<file path="src/rtl/axppa_pipelined_multi_operand_adder.sv">
// axppa_pipelined_multi_operand_adder
// Three-stage pipelined three-operand adder: a+b+c (mode 0) or a+b-c (mode 1).
//   S1: register carry-save compression of the zero-extended operands
//   S2: Brent-Kung prefix carries over the exact region
//   S3: final sum and output register
// Optional feature macro AXPPA_APPROX_EN: when defined, the low APPROX_BITS
// result bits use an OR approximation with a single AND-generated carry into
// the exact region; when undefined the adder is fully exact.
// All stages advance together when the output is empty or being consumed.
module axppa_pipelined_multi_operand_adder #(
  parameter int unsigned WIDTH       = 16,
  parameter int unsigned APPROX_BITS = 4
) (
  input  logic               clk,
  input  logic               reset,
  input  logic               in_valid,
  output logic               in_ready,
  input  logic               mode,
  input  logic [WIDTH-1:0]   a_input,
  input  logic [WIDTH-1:0]   b_input,
  input  logic [WIDTH-1:0]   c_input,
  output logic               out_valid,
  input  logic               out_ready,
  output logic [WIDTH+1:0]   sum_output,
  output logic [31:0]        txn_count
);

  localparam int unsigned W2 = WIDTH + 2;
`ifdef AXPPA_APPROX_EN
  localparam int unsigned K = APPROX_BITS;
`else
  localparam int unsigned K = 0;
`endif
  // Exact region bits K..W2-1; prefix slot 0 carries the carry-in, slot j>0
  // holds bit K+j-1. The carry out of the top bit is never needed.
  localparam int unsigned NE  = W2 - K;
  localparam int unsigned KM1 = (K > 0) ? K - 1 : 0;
  localparam int unsigned TOP = 2 ** ($clog2(NE) - 1);
  localparam logic [W2-1:0] AMASK = {W2{1'b1}} >> (W2 - K);

  logic          advance;

  logic [W2-1:0] s_c, cy_c;
  logic          v1;
  logic [W2-1:0] s1, cy1;

  logic [W2-1:0] x_c, car_c;
  logic          v2;
  logic [W2-1:0] x2, car2;

  logic [W2-1:0] sum_q;
  logic [31:0]   txn_q;

  assign advance    = !out_valid || out_ready;
  assign in_ready   = advance;
  assign sum_output = sum_q;
  assign txn_count  = txn_q;

  // Carry-save compression of a, b and c' (c inverted with carry-in for subtract).
  always_comb begin
    logic [W2-1:0] az, bz, cz, maj;
    az   = {2'b00, a_input};
    bz   = {2'b00, b_input};
    cz   = mode ? ~{2'b00, c_input} : {2'b00, c_input};
    maj  = (az & bz) | (az & cz) | (bz & cz);
    s_c  = az ^ bz ^ cz;
    cy_c = (maj << 1) | {{(W2 - 1){1'b0}}, mode};
  end

  // Stage 1 register: valid bit and carry-save vectors.
  always_ff @(posedge clk or negedge reset) begin
    if (!reset) begin
      v1  <= 1'b0;
      s1  <= '0;
      cy1 <= '0;
    end else if (advance) begin
      v1  <= in_valid;
      s1  <= s_c;
      cy1 <= cy_c;
    end
  end

  // Brent-Kung prefix over the exact region; approximate bits are s|cy.
  always_comb begin
    logic [NE-1:0] g, p;
    g    = '0;
    p    = '0;
    g[0] = (K > 0) ? (s1[KM1] & cy1[KM1]) : 1'b0;
    for (int unsigned j = 1; j < NE; j++) begin
      g[j] = s1[K + j - 1] & cy1[K + j - 1];
      p[j] = s1[K + j - 1] ^ cy1[K + j - 1];
    end
    // Up-sweep builds power-of-two spans; down-sweep fills the remaining slots.
    for (int unsigned d = 1; d < NE; d = d * 2) begin
      for (int unsigned i = 2 * d - 1; i < NE; i = i + 2 * d) begin
        g[i] = g[i] | (p[i] & g[i - d]);
        p[i] = p[i] & p[i - d];
      end
    end
    for (int unsigned d = TOP / 2; d >= 1; d = d / 2) begin
      for (int unsigned i = 3 * d - 1; i < NE; i = i + 2 * d) begin
        g[i] = g[i] | (p[i] & g[i - d]);
        p[i] = p[i] & p[i - d];
      end
    end
    // After the scan g[j] is the carry into result bit K+j.
    car_c = W2'(g) << K;
    x_c   = (AMASK & (s1 | cy1)) | (~AMASK & (s1 ^ cy1));
  end

  // Stage 2 register: half-sum / approximate bits and resolved carries.
  always_ff @(posedge clk or negedge reset) begin
    if (!reset) begin
      v2   <= 1'b0;
      x2   <= '0;
      car2 <= '0;
    end else if (advance) begin
      v2   <= v1;
      x2   <= x_c;
      car2 <= car_c;
    end
  end

  // Stage 3 register: final sum, held while the consumer stalls.
  always_ff @(posedge clk or negedge reset) begin
    if (!reset) begin
      out_valid <= 1'b0;
      sum_q     <= '0;
    end else if (advance) begin
      out_valid <= v2;
      sum_q     <= x2 ^ car2;
    end
  end

  // Completed output handshake counter, wraps naturally at 32 bits.
  always_ff @(posedge clk or negedge reset) begin
    if (!reset) begin
      txn_q <= '0;
    end else if (out_valid && out_ready) begin
      txn_q <= txn_q + 32'd1;
    end
  end

endmodule

</file>
<file path="config.mk">
export PLATFORM = sky130hd
export DESIGN_NAME = axppa_pipelined_multi_operand_adder
export DESIGN_NICKNAME = d
export VERILOG_FILES = /design/src/rtl/axppa_pipelined_multi_operand_adder.sv
export SDC_FILE = /design/constraint.sdc
export NUM_CORES = 1
export LEC_CHECK = 0
export BUFFER_PORTS_ARGS = -buffer_cell sky130_fd_sc_hd__buf_2
export CAP_MARGIN = 20
export CORE_MARGIN = 4
export CORE_UTILIZATION = 25
export DETAILED_ROUTE_END_ITERATION = 8
export GPL_TIMING_DRIVEN = 0
export PLACE_DENSITY_LB_ADDON = 0.25
export SLEW_MARGIN = 0
export SYNTH_ARGS = -nofsm -noshare
export SYNTH_HDL_FRONTEND = slang
export SYNTH_SLANG_ARGS = --single-unit
</file>
<file path="constraint.sdc">
create_clock -name clk -period 4.8 [get_ports clk]
set_input_delay 0.96 -clock clk [delete_from_list [all_inputs] [get_ports clk]]
set_output_delay 0.96 -clock clk [all_outputs]
set_load 0.05 [all_outputs]
</file>
==> summary.txt <==
Run status
  • Status: completed

Run
  • Number of max-cap violations: 0

Layout
  • Total Nets Final: slightly below 800
  • Most frequent cells in the layout: dfrtp_1, buf_2, nand2_1
  • Design Area, Final: around 7400 um^2
  • Inserted Diodes: 0
  • Fillers: ~2400
  • Sequential cell area: 3030 um^2
  • Area grow syn2layout: 25.5%
  • Commonest non-fill, non-tap cell in the layout: dfrtp_1
  • Share of cells above drive strength 1: 0.229
  • Multi-input logic area: around 2600 um^2

Routing
  • Vias per cell: around 4.2
  • WL/cell: ~14 um
  • DRT antenna net count: 0
  • Via count: between 4000 and 5000
  • DRT iter0 DRCs: roughly 120
  • DRC: 0
  • Drt pass-1 iters: 4
  • Drt total wl: 14100 um

Synthesis
  • Flops & latches, synth: 121
  • Average cell area after synthesis: between 10 and 15 um^2
  • Register area share after synthesis: 0.513
  • Post-synthesis cell area: ~6000 um^2
  • Post-synth EDFFs: 0
  • Synth warn: 0
  • Cells after Synth: a little under 600
  • Synth async-reset ratio: 1.00
  • Syn Nets: 664
  • Main flop type after synthesis: dfrtp_1
  • Distinct cells, synth: 48

Clocking
  • Post_cts resized: 0
  • Longest Clk Path Bufs: 2
  • Clk root buf: clkbuf_16
  • TritonCTS Buffers: 17
  • H-tree depth: 4
  • CTS Hold Bufs: 0
  • Clock-pin slew on the worst setup and hold paths: about 60 ps
  • CTS tree: done
  • CTS Sinks: ~120
  • Clk Latency, worst-skew pair: between 400 and 500 ps
  • Post-CTS Setup Inserts: 0

GRT
  • First-pass GRT wire length: approximately 24000 um
  • GRT Total Usage: 0.113
  • Largest net degree at the start of global routing: slightly above 90
  • Initial antenna violation count: 0
  • Number of global-route vias before repair: between 4000 and 5000
  • Remaining Overflow, GRT: 0

Place
  • Number of port buffers: approximately 100
  • GPL Wtd Cong: between 0.7 and 0.8
  • Placed cell area: around 6800 um^2
  • Post-DP HPWL: roughly 10000 um

STA
  • Post-route minimum period: around 3600 ps
  • Max Clk Rate: 279 MHz
  • Setup TNS: 0 ps
  • Final Max Slew Viols: 0
  • Final hold vios: 0
  • Slew headroom: 0.585
  • Fin crit share: 0.745
  • Final setup viols: 0
  • RSZ-0062 raised after global routing: false
  • Worst Skew: about 14 ps
  • Least-Margin Pin Slew: between 600 and 700 ps

Die
  • Die area: 26100 um^2
  • Initial Util: 0.257
  • Core ar.: 22900 um^2
  • Horiz. Die Dim: 162 um
  • Die Y: roughly 160 um
  • Row Count: between 50 and 60
  • IO Pins: between 100 and 150

Hold path
  • Hold Crit Class: in -> async

Worst setup path
  • CP endpoint kind: primary output
  • Startpoint types: primary input
  • Critical path required time: 3840 ps
  • WS Path Type: in -> out
  • Arr. time, crit path: 2620 ps
  • Worst Path Max Fanout: 10

Power
  • Leakage: 3.55 nW
  • VDD IR max: between 0.15 and 0.2 mV
  • Total power per unit cell area: around 600 nW/um^2
[routing by layer]
layer | wire length, um | vias to the layer above | GRT usage
met5 | 0 | - | 0
met4 | 174 | 0 | 0.0365
met1 | 6680 | 2009 | 0.152
met2 | 6560 | 122 | 0.179
met3 | 717 | 14 | 0.0276
li1 | - | 2143 | -
[kinds of logic after synthesis]
logic type,count (synthesis),synth area share
fa+ha+maj,34,0.0925
xor+xnor,64,0.0950
buf+inv,58,0.0384
simple gates,205,0.169
compound gates,90,0.0829
mux,5,0.00933
flops,121,0.513
[power breakdown]
group          switching (W)  internal (W)  total, W
combinational        0.00106      0.000560   0.00162
clock               0.000494      0.000728   0.00122
sequential          0.000243       0.00137   0.00162
[state kept, by name, summed over array words and instances (netlist names)]
register	count
sum_output	18
x2	18
car2	17
v2	1
out_valid	1
txn_count	32
cy1	16
v1	1
s1	17
[through the flow]
step | hold WS (ps) | setup WS (ps) | power [W] | cells | util
detailed placement | 461 | 1170 | 0.00329 | 994 | 0.299
global route | 433 | 1060 | 0.00478 | 1026 | 0.323
global placement | 447 | 1040 | 0.00326 | 993 | 0.297
finish | 425 | 1220 | 0.00446 | 1026 | 0.323
floorplan | 430 | 1890 | 0.00279 | 577 | -
CTS | 420 | 1160 | 0.00453 | 1026 | 0.323
[area by class of cell]
| type | instances | area share |
|---|---|---|
| well taps | 313 | 0.0529 |
| flip-flops and latches | 121 | 0.409 |
| repair buffers | 104 | 0.0742 |
| plain buffers | 20 | 0.0113 |
| clock buffers | 19 | 0.0598 |
| multi-input cells | 398 | 0.357 |
| clock inverters | 13 | 0.0162 |
| inverters | 38 | 0.0193 |
[synthesized netlist by cell type (all sizes together), types with 2 or more instances]
cell,n,area share
o21ai,29,0.025
and2,2,0.0025
nand2,101,0.065
a21o,4,0.0051
clkbuf,7,0.0045
and3,6,0.0072
dfrtp,121,0.51
o21a,2,0.0025
mux2,4,0.0076
nand3,16,0.018
xnor2,53,0.079
nor2,56,0.037
nor3,4,0.0081
nand4,9,0.013
or2,2,0.0021
inv,38,0.024
xor2,11,0.016
nor4,4,0.010
buf,13,0.0098
fa,16,0.054
a21oi,47,0.040
ha,18,0.038
a31oi,2,0.0021
[worst max-delay path, stage by stage]
cell,delay [ps]
buf_2,130
nor2b_1,440
inv_2,190
buf_2,250
buf_1,320
buf_2,320
[worst paths after layout]
kind | startpoint | cells past startpoint | endpoint | slack (ps)
max | out_ready | 6 | in_ready | 1220
max reg2reg | s1[1]$_DFFE_PN0P_ | 6 | car2[14]$_DFFE_PN0P_ | 2630
min in group clk | v2$_DFFE_PN0P_ | 2 | v2$_DFFE_PN0P_ | 470
min | reset | 1 | txn_count[16]$_DFFE_PN0P_ | 420
min reg2reg | v2$_DFFE_PN0P_ | 2 | v2$_DFFE_PN0P_ | 470
max in group asynchronous | reset | 2 | car2[4]$_DFFE_PN0P_ | 3640
Power figures use the tool's default switching activity.
